==> src/rtl/ctrl_pkg.sv <==
// ctrl_pkg: shared state encoding, ALU op codes and PC step for the multi-cycle controller
package ctrl_pkg;
  typedef enum logic [2:0] {
    FETCH  = 3'd0,
    DECODE = 3'd1,
    EXEC   = 3'd2,
    WB     = 3'd3,
    HALT   = 3'd4
  } state_t;
  localparam logic [3:0] OP_AND         = 4'b0000;
  localparam logic [3:0] OP_OR          = 4'b0001;
  localparam logic [3:0] OP_ADD         = 4'b0010;
  localparam logic [3:0] OP_SUB         = 4'b0110;
  localparam logic [3:0] OP_SLT         = 4'b0111;
  localparam logic [3:0] OP_NOR         = 4'b1100;
  localparam logic [3:0] OP_NOT_DEFINED = 4'b1111;
  localparam int PC_STEP = 4;
endpackage

==> src/rtl/sat_counter.sv <==
// sat_counter: up-counter with synchronous clear that sticks at all-ones
module sat_counter #(
  parameter int WIDTH = 32
) (
  input  logic             clk,
  input  logic             clr,
  input  logic             en,
  output logic [WIDTH-1:0] q
);
  always_ff @(posedge clk)
    if (clr) q <= '0;
    else if (en && q != '1) q <= q + WIDTH'(1);
endmodule

==> src/rtl/multicycle_ctrl.sv <==
// multicycle_ctrl: FETCH/DECODE/EXEC/WB sequencer with imem handshake, strobes and retire count
module multicycle_ctrl
  import ctrl_pkg::*;
#(
  parameter int                DWIDTH   = 32,
  parameter logic [DWIDTH-1:0] PC_RESET = '0
) (
  input  logic              clk,
  input  logic              rst,
  output logic              imem_req,
  output logic [DWIDTH-1:0] imem_addr,
  input  logic              imem_ack,
  input  logic [DWIDTH-1:0] imem_rdata,
  output logic [DWIDTH-1:0] ir,
  input  logic [3:0]        op_in,
  input  logic [4:0]        rdst_id,
  input  logic              stall,
  output logic              opnd_le,
  output logic              alu_le,
  output logic              rf_we,
  output logic [DWIDTH-1:0] pc,
  output logic              halted,
  output logic [31:0]       retired
);
  state_t state, state_nxt;
  logic fetch_done, wb_done;
  assign fetch_done = state == FETCH && imem_req && imem_ack;
  assign wb_done    = state == WB && !stall;
  assign imem_addr  = pc;
  assign halted     = state == HALT;
  always_ff @(posedge clk)
    if (rst) begin
      state    <= FETCH;
      pc       <= PC_RESET;
      ir       <= '0;
      imem_req <= 1'b0;
    end else begin
      state    <= state_nxt;
      imem_req <= (state == FETCH && !fetch_done) || wb_done;
      if (fetch_done) begin
        ir <= imem_rdata;
        pc <= pc + DWIDTH'(PC_STEP);
      end
    end
  always_comb begin
    state_nxt = state;
    opnd_le   = 1'b0;
    alu_le    = 1'b0;
    rf_we     = 1'b0;
    unique case (state)
      FETCH:  state_nxt = fetch_done ? DECODE : FETCH;
      DECODE: begin
        opnd_le   = op_in != OP_NOT_DEFINED && !stall;
        state_nxt = op_in == OP_NOT_DEFINED ? HALT : stall ? DECODE : EXEC;
      end
      EXEC: begin
        alu_le    = !stall;
        state_nxt = stall ? EXEC : WB;
      end
      WB: begin
        rf_we     = !stall && rdst_id != 5'd0;
        state_nxt = stall ? WB : FETCH;
      end
      HALT:    state_nxt = HALT;
      default: state_nxt = HALT;
    endcase
  end
  sat_counter #(.WIDTH(32)) u_retired (
    .clk (clk),
    .clr (rst),
    .en  (wb_done),
    .q   (retired)
  );
endmodule

==> config.mk <==
export PLATFORM = sky130hd
export DESIGN_NAME = multicycle_ctrl
export DESIGN_NICKNAME = d
export VERILOG_FILES = /design/src/rtl/ctrl_pkg.sv /design/src/rtl/sat_counter.sv /design/src/rtl/multicycle_ctrl.sv
export SDC_FILE = /design/constraint.sdc
export NUM_CORES = 1
export LEC_CHECK = 0
export CORE_UTILIZATION = 30
export CTS_CLUSTER_SIZE = 20
export DETAILED_ROUTE_END_ITERATION = 10
export GPL_TIMING_DRIVEN = 0
export HOLD_SLACK_MARGIN = 0.06
export PLACE_DENSITY = 0.59
export SYNTH_ARGS = -nofsm -noshare
export SYNTH_HDL_FRONTEND = slang
export SYNTH_SLANG_ARGS = --single-unit
==> constraint.sdc <==
create_clock -name clk -period 2 [get_ports clk]
set_input_delay 0.2 -clock clk [delete_from_list [all_inputs] [get_ports clk]]
set_output_delay 0.2 -clock clk [all_outputs]
set_load 0.005 [all_outputs]
## Word level (Yosys, flattened, before mapping)

Index checks and enable logic that the tools add are counted.

- $add $sub $neg: 2
- Multipliers: 0
- Div/mod/pow operators: 0
- $lt $le $gt $ge: 0
- Equality and inequality tests: 7
- Shift operators: 0
- Mux-type cells: 9
- Bitwise operators: 0
- Reductions and logical operators: 12

Operators with widths:

| kind | number |
|---|---|
| $add 32x1->32 const B | 1 |
| $add 32x3->32 const B | 1 |
| $ne 32x32->1 const B | 1 |
| $pmux 3 s4 | 1 |
| $logic_and 1x1->1 | 7 |
| $eq 3x2->1 const B | 2 |
| $mux 1 | 5 |
| $reduce_bool 5->1 | 1 |
| $eq 4x4->1 const B | 1 |
| $mux 2 | 2 |
| $ne 4x4->1 const B | 1 |
| $eq 3x1->1 const B | 1 |
| $eq 3x3->1 const B | 1 |
| $logic_not 3->1 | 1 |
| $mux 3 | 1 |
| $logic_not 1->1 | 2 |
| $logic_or 1x1->1 | 1 |

- Flip-flop bits (word level): 100
- Latch bits: 0
- RAM bits: 0
- ROM bits: 0
- Input port bits: 45
- Memories: 0

## Depth between registers and ports, before layout

- Word-level depth: 6
- Depth in mapped cells: 7
- Mapped depth without buffers: 6

## By module

A second synthesis with hierarchy kept.

- Cells, all modules: 588
- Area total of the unflattened synthesis: 4787.1 um^2

By module, submodules not included:

| module | times used | cells an instance | area an instance (um^2) |
|---|---|---|---|
| multicycle_ctrl | 1 | 389 | 3113.0 |
| sat_counter | 1 | 199 | 1674.1 |

## Worst setup path before layout

No wires, ideal clock.

- Path type: register to register
- Start point: register u_retired.q[0]
- End point: register u_retired.q[28]
- Data arrival time: 2057 ps
- Data required time: 1941 ps
- Setup slack: -116 ps
- Cell stages (with the launch flop): 7
- Clock period less this slack: 2116 ps
- Cell sequence: dfxtp_1 > ha_1 > and4_1 > nand4_1 > or4b_4 > or4_1 > nand2_1

- Longest elaborated chain between the ends: 2
- Elaborated cells on any way between the ends: 3
- Classes of those cells: add/sub: 1; eq/ne: 1; reduce/logical: 1

Ends and longest elaborated chain:

| element | line | source |
|---|---|---|
| from (decl) | sat_counter.sv:8 | `output logic [WIDTH-1:0] q` |
| from (signal assigned) | sat_counter.sv:12 | `else if (en && q != '1) q <= q + WIDTH'(1);` |
| branches (longest 2 deep; another with $add 32x1->32) | n/a |  |

Several ways; the timed one is not identified.
A chain may end at the register's enable or synchronous reset.

## Final worst setup path

- Start point: register u_retired.q[16]
- End point: register u_retired.q[28]

Same word-level chain as after synthesis.

==> results.sh <==
export IMPL_grt_pass1_wl_um=23000
export IMPL_core_area_um2=14800
export IMPL_placementRows=44
export IMPL_antenna_found_initial=0
export IMPL_min_period_ns=2.06
export IMPL_nets=833
export IMPL_postSynthAreaPerCell_um2=8.10
export IMPL_synth_area_leader_cell="dfxtp_1"
export IMPL_maxSlewHeadroom_pct=48.7
export IMPL_hold_buffers=0
export IMPL_grt_total_usage_pct=18.0
export IMPL_yosysSeqAreaShare_pct=42.5
export IMPL_drv_cap=0
export IMPL_synth_compound_area_share_pct=14.3
export IMPL_clock_sinks=98
export IMPL_outcome="finished, violations left"
export IMPL_initial_utilization_pct=31.3
export IMPL_area_growth_pct=63.8
export IMPL_setup_violations_final=5
export IMPL_ys_ff_latch=98
export IMPL_portBuffers=172
export IMPL_hp_start="rst"
export IMPL_htree_levels=3
export IMPL_comb_power_share_pct=9.6
export IMPL_synth_common_cells="dfxtp_1, nand2_1, a21oi_1"
export IMPL_synth_area_top_cells="dfxtp_1, nand2_1, a21oi_1"
export IMPL_via_per_inst=5.05
export IMPL_synth_xor_area_share_pct=4.93
export IMPL_yosys_warnings=0
export IMPL_synth_cell_types=45
export IMPL_critPathKind="flop to flop"
export IMPL_start_kind="flop"
export IMPL_wire_per_inst_um=15.4
export IMPL_p_clk_share_pct=42.9
export IMPL_yosys_area_top_type_share_pct=42.5
export IMPL_irDropWorstVdd_v=0.000407
export IMPL_hold_class="input pin to flop"
export IMPL_seq_power_share_pct=47.5
export IMPL_hpwl_um=10400
export IMPL_grt_pass1_vias=4701
export IMPL_overflow=0
export IMPL_violations="negative setup slack"
export IMPL_cp_max_fo=6
export IMPL_synth_edff_count=0
export IMPL_startpoint="u_retired.q[16]"
export IMPL_synth_flop_cell="dfxtp_1"
export IMPL_worstSetupEndpointType="flop"
export IMPL_vias=4927
export IMPL_drt_first_pass_iters=6
export IMPL_ios=178
export IMPL_drv_slew=0
export IMPL_p_switching_mw=0.982
export IMPL_rsz0062_at_grt="yes"
export IMPL_worstPathRequired_ns=2.29
export IMPL_synth_simple_area_share_pct=28.5
export IMPL_die_w_um=126
export IMPL_hold_slack_ns=0.379
export IMPL_finClkSkew_ns=0.0117
export IMPL_synth_top_family_by_area="simple AND/OR/NAND/NOR gates"
export IMPL_cts_root_buf="clkbuf_16"
export IMPL_grt_max_degree=17
export IMPL_synth_most_common_cell="dfxtp_1"
export IMPL_place_gp_congestion=0.781
export IMPL_die_area_um2=15900
export IMPL_diodes=0
export IMPL_hold_viol_final=0
export IMPL_final_util_pct=51.3
export IMPL_dp_cells=929
export IMPL_p_int_mw=3.25
export IMPL_synthAdderAreaFrac_pct=0.542
export IMPL_drt_wl_total_um=15000
export IMPL_r2r_start="u_retired.q[16]"
export IMPL_final_antenna_net_count=0
export IMPL_r2r_slack_ns=-0.06
export IMPL_worst_slack_ns=-0.0607
export IMPL_cts_tree="yes"
export IMPL_max_freq_mhz=485
export IMPL_synthMuxAreaShare_pct=0.217
export IMPL_path_clk_slew_ns=0.07
export IMPL_drt_initial_drc_count=232
export IMPL_p_leak_nw=2.60
export IMPL_cts_buffer_depth=2
export IMPL_switching_share_pct=23.2
export IMPL_layout_drive_gt1_share_pct=24.0
export IMPL_max_slew_worst_pin_slew_ns=0.766
export IMPL_n_fill_cell=1384
export IMPL_cts_buffers=9
export IMPL_drc=0
export IMPL_cp_data_arrival_time_ns=2.36
export IMPL_instances_no_fill=975
export IMPL_synthCells=570
export IMPL_die_y_um=126
export IMPL_powerDensity_nw_per_um2=559
export IMPL_synth_area_um2=4620
export IMPL_fin_crit_sh_pct=103
export IMPL_clkLatencyLatePin_ns=0.35
export IMPL_async_reset_ff_share_pct=0
[what timing repair did]
action | 4_1_cts | 5_1_grt
resized for setup | 57 | 81
endpoints found under the hold margin | 0 | 0
pin swaps | 8 | 24
buffers inserted | 15 | 17
setup endpoints to repair | 63 | 49
cloned | 0 | 4
[metrics by stage]
stage                     total power [mW]  cell area, um2  setup slack (ns)  TNS [ns]
after floorplan                       2.22            4670           -0.0554    -0.110
after global placement                2.45            6620            -0.633    -24.14
after detailed placement              2.45            6620            -0.652    -26.13
after CTS                             4.28            7170           -0.0668    -0.217
after global routing                  4.42            7560            -0.142     -1.24
final                                 4.23            7560           -0.0607    -0.156
[cells in the final DEF (no fill, tap or decap), types with 9 or more instances in the layout]
master	count
a21oi_1	59
a21oi_2	10
buf_4	65
clkbuf_1	15
clkbuf_16	9
clkdlybuf4s50_1	168
dfxtp_1	57
dfxtp_2	26
dfxtp_4	15
inv_1	10
nand2_1	93
nand3_1	19
nand4_1	15
nor2_1	31
nor3_1	14
o21ai_0	22
or3_1	18
xnor2_1	20
[final cells by class]
| type | instances | area [um2] | area share, % |
|---|---|---|---|
| Buffer | 56 | 368 | 4.86 |
| Clock buffer | 11 | 253 | 3.34 |
| Clock inverter | 5 | 61.3 | 0.810 |
| Inverter | 10 | 37.5 | 0.496 |
| Multi-Input combinational cell | 407 | 2590 | 34.3 |
| Sequential cell | 98 | 2050 | 27.1 |
| Tap cell | 184 | 230 | 3.04 |
| Timing Repair Buffer | 204 | 1970 | 26.1 |
[power groups by stage]
stage	Combinational, mW	Sequential, mW	Clock [mW]
finish	0.405	2.01	1.82
global route	0.442	2.01	1.96
CTS	0.402	2.02	1.86
detailed placement	0.386	2.07	0
global placement	0.380	2.07	0
floorplan	0.150	2.07	0
[path summary, 6_finish.rpt]
path,end,cells past startpoint
max,u_retired.q[28],5
min,u_retired.q[28],4
max reg2reg,u_retired.q[28],5
min reg2reg,ir[20],2
[metal layers]
layer | track usage (%) | wire length (um) | up-vias
li1 | - | - | 2419
met1 | 21.8 | 6430 | 2329
met2 | 31.0 | 7490 | 158
met3 | 3.31 | 777 | 21
met4 | 8.15 | 308 | 0
met5 | 0 | 0 | -
[worst max-delay path, stage by stage, from the launching register on]
cell and delay [ns]:
dfxtp_4 0.39, nand4_4 0.13, or3_4 0.44, or4b_4 0.57, or4_1 0.40, nand2_1 0.07
[cell families (layout without fill, tap and decap cells)]
group,Yosys count,count (layout)
buffers and inverters,72,286
XOR/XNOR,26,26
multiplexers,1,1
AO/OA/AOI/OAI,118,118
AND/OR/NAND/NOR,252,256
other,1,4
flip-flops,98,98
adder cells (fa/ha/maj),2,2
[flip-flops by register name, summed over array words and instances, names as in the netlist]
register     count
state            3
imem_req         1
ir              32
imem_addr       30
u_retired.q     32
Note: power is estimated with default switching activity, not from simulation.
